File: src/rtl/watch_param_if.sv
// Keypad/set-request inputs and 7-segment scan outputs of the parametrised watch.
interface watch_param_if;
    logic [9:0] keypad;
    logic       set_req;
    logic [7:0] seg_data;
    logic [7:0] seg_com;
    logic       running;

    modport master (output keypad, set_req, input seg_data, seg_com, running);
    modport slave  (input keypad, set_req, output seg_data, seg_com, running);
endinterface

File: src/rtl/watch_param.sv
// Parametrised HH:MM:SS watch with keypad entry and multiplexed 7-segment scan.
// Optional macro BLINK_EN blanks the cursor digit on alternate half-seconds during entry.
module watch_param #(
    parameter int unsigned CLK_HZ   = 1000,
    parameter int unsigned SCAN_DIV = 1,
    parameter bit          HOUR_24  = 1'b1
) (
    input  logic         clk,
    input  logic         rst,
    watch_param_if.slave bus
);
    localparam int unsigned   TW       = (CLK_HZ > 1) ? $clog2(CLK_HZ) : 1;
    localparam int unsigned   SW       = (SCAN_DIV > 1) ? $clog2(SCAN_DIV) : 1;
    localparam logic [TW-1:0] TICK_MAX = TW'(CLK_HZ - 1);
    localparam logic [SW-1:0] SCAN_MAX = SW'(SCAN_DIV - 1);

    typedef enum logic {ST_SET, ST_RUN} state_t;

    state_t        r_state, w_state_nxt;
    logic [2:0]    r_idx;
    logic [3:0]    r_dig [6];
    logic [3:0]    w_nxt [6];
    logic [TW-1:0] r_tick;
    logic [SW-1:0] r_scan_div;
    logic [2:0]    r_slot;
    logic [9:0]    r_key_prev;
    logic [7:0]    r_seg_data, r_seg_com;
    logic [3:0]    w_digit, w_val;
    logic [7:0]    w_pat;
    logic [5:2]    w_c;
    logic          w_press, w_ok, w_accept, w_tick, w_dp, w_blank, w_running;

    // A press needs exactly one key now and an idle keypad on the previous cycle.
    always_comb begin
        w_digit = '0;
        for (int unsigned k = 0; k < 10; k++)
            if (bus.keypad[k]) w_digit = 4'(k);
    end
    assign w_press = (bus.keypad != '0) && ((bus.keypad & (bus.keypad - 10'd1)) == '0)
                     && (r_key_prev == '0);

    always_comb begin
        w_ok = 1'b0;
        case (r_idx)
            3'd0: w_ok = HOUR_24 ? (w_digit <= 4'd2) : (w_digit <= 4'd1);
            3'd1: if (HOUR_24) w_ok = (r_dig[0] == 4'd2) ? (w_digit <= 4'd3) : 1'b1;
                  else         w_ok = (r_dig[0] == 4'd1) ? (w_digit <= 4'd2) : (w_digit != 4'd0);
            3'd2, 3'd4: w_ok = (w_digit <= 4'd5);
            3'd3, 3'd5: w_ok = 1'b1;
            default: w_ok = 1'b0;
        endcase
    end

    assign w_accept = (r_state == ST_SET) && w_press && w_ok && !bus.set_req;
    assign w_tick   = (r_state == ST_RUN) && (r_tick == TICK_MAX);

    // Carry chain for one-second advance
    always_comb begin
        w_c[5] = (r_dig[5] == 4'd9);
        w_c[4] = w_c[5] && (r_dig[4] == 4'd5);
        w_c[3] = w_c[4] && (r_dig[3] == 4'd9);
        w_c[2] = w_c[3] && (r_dig[2] == 4'd5);
        w_nxt[5] = w_c[5] ? 4'd0 : r_dig[5] + 4'd1;
        w_nxt[4] = !w_c[5] ? r_dig[4] : (w_c[4] ? 4'd0 : r_dig[4] + 4'd1);
        w_nxt[3] = !w_c[4] ? r_dig[3] : (w_c[3] ? 4'd0 : r_dig[3] + 4'd1);
        w_nxt[2] = !w_c[3] ? r_dig[2] : (w_c[2] ? 4'd0 : r_dig[2] + 4'd1);
        w_nxt[1] = r_dig[1];
        w_nxt[0] = r_dig[0];
        if (w_c[2]) begin
            if (HOUR_24 && r_dig[0] == 4'd2 && r_dig[1] == 4'd3) begin
                w_nxt[0] = 4'd0; w_nxt[1] = 4'd0;
            end else if (!HOUR_24 && r_dig[0] == 4'd1 && r_dig[1] == 4'd2) begin
                w_nxt[0] = 4'd0; w_nxt[1] = 4'd1;
            end else if (r_dig[1] == 4'd9) begin
                w_nxt[0] = r_dig[0] + 4'd1; w_nxt[1] = 4'd0;
            end else begin
                w_nxt[1] = r_dig[1] + 4'd1;
            end
        end
    end

    always_ff @(posedge clk) begin
        if (rst) r_state <= ST_SET;
        else     r_state <= w_state_nxt;
    end

    always_comb begin
        w_state_nxt = r_state;
        case (r_state)
            ST_SET:  if (w_accept && r_idx == 3'd5) w_state_nxt = ST_RUN;
            ST_RUN:  if (bus.set_req) w_state_nxt = ST_SET;
            default: w_state_nxt = ST_SET;
        endcase
    end

    always_comb begin
        w_running = (r_state == ST_RUN);
    end

    always_ff @(posedge clk) begin
        if (rst) begin
            r_idx      <= '0;
            r_tick     <= '0;
            r_key_prev <= '0;
            r_dig[0]   <= HOUR_24 ? 4'd0 : 4'd1;
            r_dig[1]   <= HOUR_24 ? 4'd0 : 4'd2;
            for (int unsigned i = 2; i < 6; i++) r_dig[i] <= '0;
        end else begin
            r_key_prev <= bus.keypad;
            if (r_state == ST_SET) begin
                r_tick <= '0;
                if (bus.set_req) begin
                    r_idx <= '0;
                end else if (w_accept) begin
                    r_dig[r_idx] <= w_digit;
                    r_idx        <= (r_idx == 3'd5) ? 3'd0 : r_idx + 3'd1;
                end
            end else if (bus.set_req) begin
                r_tick <= '0;
                r_idx  <= '0;
            end else begin
                r_tick <= w_tick ? '0 : r_tick + TW'(1);
                if (w_tick) r_dig <= w_nxt;
            end
        end
    end

    always_ff @(posedge clk) begin
        if (rst) begin
            r_scan_div <= '0;
            r_slot     <= '0;
        end else if (r_scan_div == SCAN_MAX) begin
            r_scan_div <= '0;
            r_slot     <= r_slot + 3'd1;
        end else begin
            r_scan_div <= r_scan_div + SW'(1);
        end
    end

`ifdef BLINK_EN
    localparam logic [TW-1:0] BLINK_MAX = TW'((CLK_HZ / 2 > 0) ? CLK_HZ / 2 - 1 : 0);
    logic [TW-1:0] r_blink_cnt;
    logic          r_blink;

    always_ff @(posedge clk) begin
        if (rst || r_state != ST_SET || bus.set_req || w_accept) begin
            r_blink_cnt <= '0;
            r_blink     <= 1'b0;
        end else if (r_blink_cnt == BLINK_MAX) begin
            r_blink_cnt <= '0;
            r_blink     <= ~r_blink;
        end else begin
            r_blink_cnt <= r_blink_cnt + TW'(1);
        end
    end
    assign w_blank = (r_state == ST_SET) && r_blink && (r_slot == r_idx);
`else
    assign w_blank = 1'b0;
`endif

    always_comb begin
        case (r_slot)
            3'd0: w_val = r_dig[0];
            3'd1: w_val = r_dig[1];
            3'd2: w_val = r_dig[2];
            3'd3: w_val = r_dig[3];
            3'd4: w_val = r_dig[4];
            3'd5: w_val = r_dig[5];
            default: w_val = 4'hF;
        endcase
        case (w_val)
            4'd0: w_pat = 8'hFC;  4'd1: w_pat = 8'h60;
            4'd2: w_pat = 8'hDA;  4'd3: w_pat = 8'hF2;
            4'd4: w_pat = 8'h66;  4'd5: w_pat = 8'hB6;
            4'd6: w_pat = 8'hBE;  4'd7: w_pat = 8'hE0;
            4'd8: w_pat = 8'hFE;  4'd9: w_pat = 8'hF6;
            default: w_pat = 8'h00;
        endcase
        w_dp = (r_state == ST_RUN) ? (r_slot == 3'd1 || r_slot == 3'd3) : (r_slot == r_idx);
    end

    always_ff @(posedge clk) begin
        if (rst || r_slot >= 3'd6) begin
            r_seg_com  <= '1;
            r_seg_data <= '0;
        end else begin
            r_seg_com  <= ~(8'h80 >> r_slot);
            r_seg_data <= w_blank ? 8'h00 : {w_pat[7:1], w_dp};
        end
    end

    assign bus.seg_com  = r_seg_com;
    assign bus.seg_data = r_seg_data;
    assign bus.running  = w_running;
endmodule
File: src/flat_wrapper.sv
// flat-port wrapper written by rule: the top's interface ports become plain ports
module watch_param_flat 
#(
    parameter int unsigned CLK_HZ   = 1000,
    parameter int unsigned SCAN_DIV = 1,
    parameter bit          HOUR_24  = 1'b1
)
  (clk, rst, bus_keypad, bus_set_req, bus_seg_data, bus_seg_com, bus_running);
  watch_param_if bus_i ();
  input  logic clk;
  input  logic rst;
  input wire logic [$bits(bus_i.keypad)-1:0] bus_keypad;
  input wire logic [$bits(bus_i.set_req)-1:0] bus_set_req;
  output wire logic [$bits(bus_i.seg_data)-1:0] bus_seg_data;
  output wire logic [$bits(bus_i.seg_com)-1:0] bus_seg_com;
  output wire logic [$bits(bus_i.running)-1:0] bus_running;
  assign bus_i.keypad = bus_keypad;
  assign bus_i.set_req = bus_set_req;
  assign bus_seg_data = bus_i.seg_data;
  assign bus_seg_com = bus_i.seg_com;
  assign bus_running = bus_i.running;
  watch_param #(.CLK_HZ(CLK_HZ), .SCAN_DIV(SCAN_DIV), .HOUR_24(HOUR_24)) u_core (.clk(clk), .rst(rst), .bus(bus_i));
endmodule
File: config.mk
export PLATFORM = sky130hd
export DESIGN_NAME = watch_param_flat
export DESIGN_NICKNAME = d
export VERILOG_FILES = /design/src/rtl/watch_param_if.sv /design/src/rtl/watch_param.sv /design/src/flat_wrapper.sv
export SDC_FILE = /design/constraint.sdc
export NUM_CORES = 1
export LEC_CHECK = 0
export ABC_AREA = 1
export ABC_CLOCK_PERIOD_IN_PS = 2500
export CAP_MARGIN = 10
export CORE_UTILIZATION = 50
export CTS_BUF_LIST = sky130_fd_sc_hd__clkbuf_4
export CTS_CLUSTER_SIZE = 14
export DETAILED_ROUTE_END_ITERATION = 6
export GPL_ROUTABILITY_DRIVEN = 0
export PLACE_DENSITY = 0.73
export SYNTH_ARGS = -nofsm -noshare
export SYNTH_HDL_FRONTEND = slang
export SYNTH_SLANG_ARGS = --single-unit
File: constraint.sdc
create_clock -name clk -period 2.5 [get_ports clk]
set_clock_uncertainty 0.15 [all_clocks]
set_input_delay 0.5 -clock clk [delete_from_list [all_inputs] [get_ports clk]]
set_output_delay 0.5 -clock clk [all_outputs]
set_load 0.01 [all_outputs]
Word level (Yosys, flattened, before mapping) --
Memory sizes are Yosys's and may differ from the RTL's. A register that Yosys moved wholly into a read port is not among the register bits. Index checks and enable logic that the tools add are counted. W data, S select, Z words.
Cells by class: $add $sub $neg 11, magnitude comparators 6, eq/ne operators 26, shift-type cells 1, mux-type cells 40, bitwise gates (word level) 6, reductions and logical operators 33
Operator list (number):
- $mux W24 | 5
- $mux W4 | 18
- $add A4 B1 Y4 const B | 6
- $bwmux W24 | 1
- $pmux W4 S6 | 1
- $logic_not A10 Y1 | 2
- $mux W8 | 2
- $reduce_and A4 Y1 | 4
- $mux W3 | 5
- $demux W4 S3 | 1
- $eq A3 B2 Y1 const B | 4
- $eq A3 B3 Y1 const B | 4
- $eq A4 B4 Y1 const B | 3
- $logic_and A1 B1 Y1 | 12
- $ne A2 B2 Y1 const B | 6
- $add A10 B1 Y10 const B | 1
- $and A10 B10 Y10 | 1
- $eq A10 B10 Y1 const B | 1
- $reduce_bool A10 Y1 | 1
- $sub A10 B1 Y10 const B | 1
- $eq A4 B2 Y1 const B | 2
- $eq A4 B3 Y1 const B | 2
- $le A4 B2 Y1 const B | 2
- $not A8 Y8 | 1
- 24 further kinds | 37
Storage, ports and cells: bits in registers 68, ROM bits 112, input port bits 13, output and inout bits 17, memories 1
Memory list:
- (no name shown) | words 16, width 7, read ports 1, clocked after memory_dff 1, wr ports 0, line watch_param.sv:171 | case (w_val)

Logic depth before layout (Yosys ltp) --
Gate-level depths: netlist of run 1.
word-level depth 17, depth in mapped cells 18

Worst setup path after synthesis of run 1 --
No wires, ideal clock.
path kind register to register, start reg u_core.r_slot[0], end reg u_core.r_seg_data[6] (netlist: u_core.bus.seg_data[6]), library setup time 0.115 ns, arrival 2.371 ns, data required time 2.235 ns, slack -0.136 ns, cell stages (with the launch flop) 11, path buffers 0, period minus slack after synthesis 2.636 ns, cells stage by stage dfxtp_1 > ha_1 > ha_1 > inv_1 > o22ai_1 > a211o_1 > nor4_2 > inv_1 > ha_1 > or2_2 > and3_1
On the way: longest elaborated chain between the ends 2, elaborated cells on any way between the ends 9, those cells by class 1 x order compare; 5 x eq/ne; 1 x mux; 2 x reduce/logical
RTL lines:
- from (decl) | line watch_param.sv:25 | logic [2:0] r_slot;
- from (signal assigned) | line watch_param.sv:134 | r_slot <= r_slot + 3'd1;
- $eq A3 B3 Y1, or another cell as far along | line watch_param.sv:162 | case (r_slot)
- $pmux W4 S6 / $logic_or A1 B1 Y1 (equally long branches) | line watch_param.sv:162, watch_param.sv:183
- to (decl) | line watch_param.sv:27 | logic [7:0] r_seg_data, r_seg_com;
Parallel ways exist; a longest one is shown, timed or not. A chain may end at the register's enable or synchronous reset.

Worst setup path in the final report of run 1 --
start reg u_core.r_slot[1], end reg u_core.r_seg_data[6] (netlist: u_core.bus.seg_data[6])
The elaborated chain is that of the path after synthesis.

==> results of run 1 <==
state kept, by name, summed over array words and instances, names as in the netlist:
signal and count:
u_core.bus.seg_com 8, u_core.r_idx 3, u_core.r_tick 10, u_core.r_scan_div 1, u_core.bus.seg_data 8, u_core.r_key_prev 10, u_core.r_dig 24, u_core.bus.running 1
u_core.r_slot 3
routing by layer:
metal	track usage	share of wire	up-vias
met2	0.419	0.46	98
li1	-	-	1933
met1	0.306	0.46	1705
met5	0	0	-
met3	0.0379	0.049	21
met4	0.116	0.030	0
cells by family (layout without fill, tap and decap cells):
group / count (synthesis) / in the layout / synth area share
AOI/OAI and AO/OA: 82 / 82 / 0.132
xor gates and xnor gates: 10 / 10 / 0.0223
adders and majority gates: 21 / 21 / 0.0670
buffers and inverters: 90 / 159 / 0.0887
DFF: 68 / 68 / 0.347
other: 1 / 1 / 0.000957
and+or+nand+nor: 281 / 281 / 0.341
layout by cell type, fill, tap and decap left out, drive strengths merged, types with 3 or more instances in the layout:
master and n:
nor4 4, nor2 103, clkbuf 10, xor2 6
a31oi 6, ha 21, a21oi 16, a221oi 5
o22ai 25, nand3 24, nor3 8, or2 3
nand2 127, o21ai 17, nand4 8, clkdlybuf4s50 29
dfxtp 68, buf 32, o32ai 4, xnor2 4
inv 82
through the flow:
step	setup TNS (ps)	utilization	setup slack (ps)	cells
2_1_floorplan	0	-	5.22	553
3_3_place_gp	-1740	0.615	-96.3	703
3_5_place_dp	-2580	0.615	-142	703
4_1_cts	0	0.637	50.4	719
5_1_grt	0	0.642	6.04	721
6_report	0	0.642	91.6	721
area by class of cell:
cell class,instances,area (um^2)
multi-input cells,395,2260
inverters,82,308
flip-flops and latches,68,1370
clock inverters,6,88.8
clock buffers,10,75.1
repair buffers,61,531
well taps,99,124
fillers,672,2650
final timing paths:
| path | to | cells after the start | slack [ps] |
|---|---|---|---|
| min | u_core.r_slot[1] | 1 | 290 |
| min reg2reg | u_core.r_slot[1] | 1 | 290 |
| max | u_core.bus.seg_data[6] | 10 | 90 |
| max reg2reg | u_core.bus.seg_data[6] | 10 | 90 |
synthesized netlist by cell type, types with 5 or more instances:
| library cell | n |
|---|---|
| xor2_1 | 6 |
| o22ai_1 | 25 |
| nor3_1 | 8 |
| nand3_1 | 20 |
| nor2_1 | 96 |
| ha_1 | 21 |
| o21ai_0 | 12 |
| inv_1 | 71 |
| dfxtp_1 | 68 |
| a221oi_1 | 5 |
| nand2_1 | 121 |
| a31oi_1 | 6 |
| nand4_1 | 5 |
| inv_2 | 10 |
| a21oi_1 | 16 |
power groups by stage:
stage	sequential (mW)	combinational [mW]	clock [mW]
6_report	1.12	0.255	0.848
3_5_place_dp	1.15	0.246	0
2_1_floorplan	1.16	0.114	0
5_1_grt	1.13	0.279	0.904
4_1_cts	1.13	0.247	0.861
3_3_place_gp	1.15	0.243	0
worst max-delay path: cells and delay by family (launching register included):
family                     cells  cell delay, ps
and+or+nand+nor                3             650
adders and majority gates      3             630
DFF                            1             390
AOI/OAI and AO/OA              2             330
buffers and inverters          2             150
timing repair:
| item | 4_1_cts | 5_1_grt |
|---|---|---|
| cloned | 0 | 0 |
| hold buffers | 0 | 0 |
| buffers inserted | 0 | 2 |
| setup endpoints to repair | 1 | 4 |
| pin swaps | 1 | 4 |
| gates resized for setup | 0 | 8 |
==> results.md, run 1 <==
* Unrepaired setup endpoints after global routing: no
* Mapped Cells at 553
* Psw at 577 uW
* First-pass GRT wire length at 16.2 mm
* Die width at 90.5 um
* Top FF cell, synth: dfxtp_1
* Sinks on Clock Net at 68
* Fmax achieved at 415 MHz
* FF-to-FF Start: u_core.r_slot[1]
* Synth warnings at 0
* Hold_sp: u_core.r_scan_div
* Drt via density at 5.21
* Cell taking the most area after synthesis: dfxtp_1
* Layout cells sized above 1 at 0.151
* Worst-path clk slew at 130 ps
* Crit path cell chain: ha_4, ha_4, inv_2, o22ai_1, a211o_1, nor4_4, inv_1, ha_1, or2_4, and3_1
* MaxCap Viol Count at 0
* Cell repeated most along the worst path: ha_4
* Sequential fraction of the synthesis area at 0.347
* DRT Pass-1 Iters at 5
* Switching share of total power at 0.259
* Vias in the first global route at 3,573
* Netlist area before placement at 3920 um^2
* WP data arrival at 2600 ps
* Core ar. at 7410 um^2
* Asr flop ratio synth at 0
* CTS root buf: clkbuf_4
* Synth top area share at 0.347
* Comb pwr share at 0.115
* Synth top area cells: dfxtp_1 35%, nand2_1 12%, nor2_1 9.2%, inv_1 6.8%, ha_1 6.7%
* Largest net degree at the start of global routing at 23
* PD cells at 468 nW/um^2
* CTS tree: yes
* IO Count at 30
* WL per Instance at 13.2 um
* Hold WC Path Type: reg -> reg
* Area Growth Syn to Fin at 21.3%
* CTS max path bufs at 2
* Crit path launch: u_core.r_slot[1]
* Final Cycle Share at 0.963
* EDFF count, synth at 0
* Initial DRC count at 221
* Status: complete, no violations
* Critical setup path kind: reg -> reg
* Tot Pwr at 2.23 mW
* Post-route minimum period at 2410 ps
* Die H at 90.5 um
* Post-Syn Area per Cell at 7.09 um^2
* Slew margin rel. at 0.655
* Internal power at 1.65 mW
* Layout net count at 651
* Net count after synthesis at 587
* ANT nets after route at 0
* Crit Path Max Fanout at 4
* # port buffers at 29
* Placed instance area at 4560 um^2
* Initial antenna violation count at 0
* Clock Latency Late Sink at 440 ps
* Count of different cell masters after synthesis at 43
* Die footprint at 8200 um^2
* Drt drc at 0
* Final Max Slew Viols at 0
* Antenna fix cells at 0
* CTS buffer count at 9
* Hpwl dp at 7.28 mm
* Total track usage at 0.247
* Worst Setup End Kind: flip-flop
* Grt ovf at 0
* Via count at 3,757
* Worst-Margin Slew at 514 ps
* # setup viols final at 0
* WL final at 9.52 mm
* Hold slack at 289 ps
* Site Rows at 31
* Crit start category: flip-flop
* Crit path max-delay cell type: dfxtp_4
* Sequential share of power at 0.505
* Final Hold Vio Count at 0
* CP required at 2690 ps
* Worst vdd ir at 0.285 mV
* CP max stage delay at 390 ps
* Initial Util at 0.529
* H-tree depth at 3
* Leakage power at 2.24 nW
* Finished Cell Area at 4760 um^2
* Clock Power Share at 0.381
* #FFs+latches synth at 68
(Power assumes the default switching activity.)
==> inputs of run 2 (changes only) <==
--- a/config.mk
+++ b/config.mk
@@ -8,6 +8,7 @@
 export ABC_AREA = 1
 export ABC_CLOCK_PERIOD_IN_PS = 2500
 export CAP_MARGIN = 10
+export CORE_MARGIN = 2
 export CORE_UTILIZATION = 50
 export CTS_BUF_LIST = sky130_fd_sc_hd__clkbuf_4
 export CTS_CLUSTER_SIZE = 14
==> run 2 against run 1 <==
  * Sequential share of layout area rose by 0.12 points
  * Clock power fell by 11%
  * First-iteration DRC count rose by 54%
  * Power fell by 4.2%
  * Critical path depth did not move
  * Die area rose by 4.5%
  * Routed wire length rose by 1.1%
  * Final cell count rose by 0.42%
  * Worst setup slack improved by 14 ps
  * Highest routed layer unchanged
  * Largest cell class unchanged
  * Combinational power barely moved
  * Final area fell by 0.42%
==> results.md, run 2 (same netlist as run 1, synthesis figures left out) <==
* Status: complete, no violations
* Most common cell after layout, fill and taps aside: nand2_1
* Setup ws final at 106 ps (+13.9 ps)
* Leakage power at 2.22 nW (-0.93%)
* Drt via density at 5.27 (+1.1%)
* Site Rows at 32 (+3.2%)
* Reg with most FFs: u_core.r_dig
* Cell repeated most along the worst path: ha_4
* WP data arrival at 2580 ps (-20 ps)
* CP required at 2690 ps (about the same)
* CTS root buf: clkbuf_4
* Psw at 593 uW (+2.8%)
* Antenna fix cells at 0 (unchanged)
* Final Hold Vio Count at 0 (unchanged)
* Dpl cells at 704 (+0.14%)
* Tot Pwr at 2.13 mW (-4.2%)
* Core ar. at 7650 um^2 (+3.2%)
* ANT nets after route at 0 (unchanged)
* Most frequent cells in the layout: 120 x nand2_1, 95 x nor2_1, 67 x inv_1, 66 x dfxtp_1, 32 x buf_4
* Worst-path clk slew at 140 ps (about the same)
* DRT Pass-1 Iters at 5 (unchanged)
* Unrepaired setup endpoints after global routing: no
* IO Count at 30 (unchanged)
* H-tree depth at 3 (unchanged)
* Grt ovf at 0 (unchanged)
* WL final at 9.63 mm (+1.1%)
* Crit Path Max Fanout at 5 (+1)
* CTS tree: yes
* Post-route minimum period at 2390 ps (-13.9 ps)
* Worst vdd ir at 0.277 mV (-3.0%)
* Layout cells sized above 1 at 0.154 (+0.00322)
* Worst-Margin Slew at 518 ps (+3.84 ps)
* Critical setup path kind: reg -> reg
* Worst Setup End Kind: flip-flop
* CTS max path bufs at 2 (unchanged)
* TNS Setup at 0 ps (unchanged)
* Via count at 3,815 (+1.5%)
* Sequential share of power at 0.527 (+0.022)
* Switching share of total power at 0.278 (+0.0189)
* Die footprint at 8560 um^2 (+4.5%)
* Initial DRC count at 340 (+54%)
* Place WS at -138 ps (+4.36 ps)
* WL per Instance at 13.3 um (+0.72%)
* # setup viols final at 0 (unchanged)
* Hold WC Path Type: reg -> reg
* Sinks on Clock Net at 68 (unchanged)
* Largest regs: u_core.r_dig: 24 flops, u_core.r_key_prev: 10 flops, u_core.r_tick: 10 flops
* Internal power at 1.54 mW (-6.7%)
* Comb pwr share at 0.119 (+0.004)
* PD cells at 450 nW/um^2 (-3.8%)
* Die H at 92.5 um (+2.2%)
* Slew margin rel. at 0.652 (-0.00258)
* Layout net count at 651 (unchanged)
* CP max stage delay at 390 ps (about the same)
* Final Max Slew Viols at 0 (unchanged)
* MaxCap Viol Count at 0 (unchanged)
* Fmax achieved at 418 MHz (+0.58%)
* Final Cycle Share at 0.958 (-0.00557)
* Hold buffer count at CTS at 0 (unchanged)
* Initial Util at 0.513 (-0.0165)
* Crit path max-delay cell type: dfxtp_4
* Initial antenna violation count at 0 (unchanged)
* Crit start category: flip-flop
* First-pass GRT wire length at 16.3 mm (+0.98%)
* Hold slack at 301 ps (+12.0 ps)
* Hpwl dp at 7.18 mm (-1.3%)
* Total track usage at 0.235 (-0.0118)
* Largest net degree at the start of global routing at 32 (+39%)
* Crit path cell chain: ha_4, ha_4, inv_2, o22ai_1, a211o_1, nor4_4, inv_1, ha_1, or2_4, and3_1
* # port buffers at 29 (unchanged)
* Clock Power Share at 0.353 (-0.028)
* Clock Latency Late Sink at 420 ps (-20 ps)
* Vias in the first global route at 3,593 (+0.56%)
* Die width at 92.5 um (+2.2%)
* Drt drc at 0 (unchanged)
* Number of flip-flops in the largest register at 24 (unchanged)
* Finished Layout Cells at 724 (+0.42%)
* Area Growth Syn to Fin at 20.8%
* CTS buffer count at 9 (unchanged)
[run 2: per-stage QoR]
| stage | utilization | cell area [um^2] |
|---|---|---|
| final | 0.619 | 4740 |
| after global routing | 0.619 | 4740 |
| after CTS | 0.614 | 4690 |
| after detailed placement | 0.595 | 4550 |
| after global placement | 0.595 | 4550 |
| after floorplan | - | 3960 |
[run 2: repair_timing]
action	in CTS	in global routing
pin swaps	1	8
gates cloned	0	0
setup endpoints to repair	1	3
gates resized for setup	1	9
buffers inserted	0	4
[run 2: area by class of cell]
type / instances / area, um^2
fillers: 678 / 2910
well taps: 102 / 128
repair buffers: 61 / 531
clock inverters: 7 / 76.3
flip-flops and latches: 68 / 1370
multi-input cells: 395 / 2260
clock buffers: 9 / 67.6
inverters: 82 / 308
[run 2: power groups by stage]
| stage | logic [mW] | registers [mW] | clock network, mW |
|---|---|---|---|
| 2_1_floorplan | 0.114 | 1.16 | 0 |
| 3_3_place_gp | 0.242 | 1.15 | 0 |
| 3_5_place_dp | 0.246 | 1.15 | 0 |
| 4_1_cts | 0.247 | 1.12 | 0.758 |
| 5_1_grt | 0.282 | 1.13 | 0.807 |
| 6_report | 0.255 | 1.12 | 0.753 |
[run 2: worst max-delay path, delay by kind of cell, from the launching register on]
kind	cells	cell delay, ps
simple gates	3	660
fa+ha+maj	3	630
flops	1	390
compound gates	2	330
buf+inv	2	160
[run 2: path summary, 6_finish.rpt]
path                                   startpoint                endpoint  slack (ps)  depth (start not counted)
worst min register to register  u_core.r_scan_div        u_core.r_slot[1]         300                          1
worst min-delay path            u_core.r_scan_div        u_core.r_slot[1]         300                          1
worst max register to register   u_core.r_slot[0]  u_core.bus.seg_data[6]         110                         10
worst max-delay path             u_core.r_slot[0]  u_core.bus.seg_data[6]         110                         10
[run 2: per-layer routing]
layer / track usage / wire length, um / vias to the layer above
met3: 0.0325 / 441 / 21
met1: 0.311 / 4430 / 1762
met5: 0 / 0 / -
met4: 0.0833 / 184 / 0
li1: - / - / 1927
met2: 0.393 / 4580 / 105
==> inputs of run 3 (changes only) <==
--- a/config.mk
+++ b/config.mk
@@ -14,7 +14,9 @@
 export CTS_CLUSTER_SIZE = 14
 export DETAILED_ROUTE_END_ITERATION = 6
 export GPL_ROUTABILITY_DRIVEN = 0
+export MAX_ROUTING_LAYER = met4
 export PLACE_DENSITY = 0.73
+export SKIP_LAST_GASP = 1
 export SYNTH_ARGS = -nofsm -noshare
 export SYNTH_HDL_FRONTEND = slang
 export SYNTH_SLANG_ARGS = --single-unit
==> run 3 against run 2 <==
  * Sequential share of layout area unchanged
  * Die area unchanged
  * Non-clock buffer count unchanged
  * Critical endpoint unchanged
  * Flip-flop and latch count unchanged
  * Worst setup slack better by 0.89 ps
  * First-iteration DRC count down 0.59%
  * Largest cell class unchanged
  * Sequential power about the same
  * Core utilization unchanged
  * Clock power down 0.7%
  * Fmax about the same
==> results.md, run 3 (same netlist as run 1, synthesis figures left out) <==
* Status: complete, no violations
* H-tree depth at 3 (unchanged)
* Final Hold Vio Count at 0 (unchanged)
* Crit path max-delay cell type: dfxtp_4
* IO Count at 30 (unchanged)
* Reg with most FFs: u_core.r_dig
* Die width at 92.5 um (unchanged)
* Post-route minimum period at 2390 ps (-0.888 ps)
* Metal2 WL at 4.60 mm (+0.61%)
* Number of flip-flops in the largest register at 24 (unchanged)
* Worst path bufs/invs at 2 (unchanged)
* Initial DRC count at 338 (-0.59%)
* Layout cells sized above 1 at 0.154 (unchanged)
* Unrepaired setup endpoints after global routing: no
* MaxCap Viol Count at 0 (unchanged)
* CP max stage delay at 390 ps (about the same)
* Site Rows at 32 (unchanged)
* Crit start category: flip-flop
* First-pass GRT wire length at 16.3 mm (about the same)
* # setup viols final at 0 (unchanged)
* DRT Pass-1 Iters at 5 (unchanged)
* Place WS at -138 ps (unchanged)
* WL per Instance at 13.2 um (-0.59%)
* CTS max path bufs at 2 (unchanged)
* Critical path's top delay family: simple AND/OR/NAND/NOR gates
* Slew margin rel. at 0.657 (+0.00509)
* Final Max Slew Viols at 0 (unchanged)
* Met3 Wirelength at 468 um (+6.1%)
* Fmax achieved at 418 MHz (about the same)
* CTS root buf: clkbuf_4
* Total track usage at 0.242 (+0.00651)
* Via count at 3,758 (-1.5%)
* Antenna fix cells at 0 (unchanged)
* Area Growth Syn to Fin at 20.8% (unchanged)
* ANT nets after route at 0 (unchanged)
* Die H at 92.5 um (unchanged)
* Most frequent cells in the layout: 120 x nand2_1, 95 x nor2_1, 67 x inv_1, 66 x dfxtp_1, 32 x buf_4
* WL met1 at 4.37 mm (-1.4%)
* CTS buffer count at 9 (unchanged)
* Grt ovf at 0 (unchanged)
* Die footprint at 8560 um^2 (unchanged)
* Cell repeated most along the worst path: ha_4
* Setup ws final at 106 ps (+0.888 ps)
* WL final at 9.57 mm (-0.59%)
* Top sig layer: met4
* Worst-path clk slew at 140 ps (about the same)
* Most common cell after layout, fill and taps aside: nand2_1
* Initial Util at 0.513 (unchanged)
* # port buffers at 29 (unchanged)
* Leakage power at 2.22 nW (unchanged)
* Finished Layout Cells at 724 (unchanged)
* Drt via density at 5.19 (-1.5%)
* Dpl cells at 704 (unchanged)
* Critical setup path kind: reg -> reg
* Final Cycle Share at 0.957 (about the same)
* Hold WC Path Type: reg -> reg
* Vias in the first global route at 3,594 (+0.028%)
* Largest regs: u_core.r_dig: 24 flops, u_core.r_key_prev: 10 flops, u_core.r_tick: 10 flops
* Crit Path Max Fanout at 5 (unchanged)
* Worst vdd ir at 0.277 mV (about the same)
* Largest net degree at the start of global routing at 32 (unchanged)
* Layout net count at 651 (unchanged)
* Sinks on Clock Net at 68 (unchanged)
* Clock Latency Late Sink at 420 ps (about the same)
* Worst Setup End Kind: flip-flop
* CP required at 2680 ps (about the same)
* PD cells at 449 nW/um^2 (-0.29%)
* Hpwl dp at 7.18 mm (unchanged)
* Initial antenna violation count at 0 (unchanged)
* Drt drc at 0 (unchanged)
* Core ar. at 7650 um^2 (unchanged)
* WP data arrival at 2580 ps (about the same)
* Crit path cell chain: ha_4, ha_4, inv_2, o22ai_1, a211o_1, nor4_4, inv_1, ha_1, or2_4, and3_1
* Worst-Margin Slew at 510 ps (-7.57 ps)
* CTS tree: yes
-- run 3: cell counts in the layout (fill, tap and decap cells not counted) --
Identical to the previous run, type by type.
-- run 3: area by class of cell --
cell class / instances / area (um^2)
Multi-Input combinational cell: 395 / 2260
Fill cell: 678 / 2910
Clock buffer: 9 / 67.6
Sequential cell: 68 / 1370
Clock inverter: 7 / 76.3
Timing Repair Buffer: 61 / 531
Tap cell: 102 / 128
Inverter: 82 / 308
-- run 3: worst paths after layout --
kind	from	to	slack [ps]	depth (start not counted)
hold / removal	u_core.r_scan_div	u_core.r_slot[1]	300	1
hold reg to reg	u_core.r_scan_div	u_core.r_slot[1]	300	1
setup reg to reg	u_core.r_slot[0]	u_core.bus.seg_data[6]	110	10
setup / recovery	u_core.r_slot[0]	u_core.bus.seg_data[6]	110	10
-- run 3: stage by stage --
| step | power, mW | util | hold slack, ps | TNS [ps] | area [um^2] |
|---|---|---|---|---|---|
| after global routing | 2.22 | 0.619 | 327 | 0 | 4740 |
| final | 2.13 | 0.619 | 301 | 0 | 4740 |
| after detailed placement | 1.40 | 0.595 | 288 | -2490 | 4550 |
| after global placement | 1.39 | 0.595 | 276 | -1690 | 4550 |
| after CTS | 2.13 | 0.614 | 305 | 0 | 4690 |
| after floorplan | 1.27 | - | 264 | 0 | 3960 |
-- run 3: routing by layer --
| metal | vias up | GRT usage |
|---|---|---|
| met5 | - | - |
| met4 | 0 | 0.0833 |
| met3 | 13 | 0.0325 |
| li1 | 1923 | - |
| met1 | 1734 | 0.311 |
| met2 | 88 | 0.393 |
-- run 3: worst reg2reg max path, cell delays in order (launching register included) --
cell and delay [ps]:
dfxtp_4 390, ha_4 170, ha_4 160, inv_2 50
o22ai_1 60, a211o_1 280, nor4_4 270, inv_1 110
ha_1 300, or2_4 230, and3_1 160
-- run 3: power breakdown --
group	total (mW)	leakage (nW)	internal [mW]	switching, mW
Sequential	1.12	0.556	1.11	0.0123
Clock	0.748	0.0725	0.309	0.439
Combinational	0.254	1.59	0.118	0.135
Total	2.13	2.22	1.54	0.587
-- run 3: repair_timing --
item,in CTS,in global routing
pin swaps,1,8
buffers inserted,0,4
hold endpoints to repair,0,0
cloned,0,0
setup endpoints to repair,1,3
hold buffers,0,0
gates resized for setup,1,9
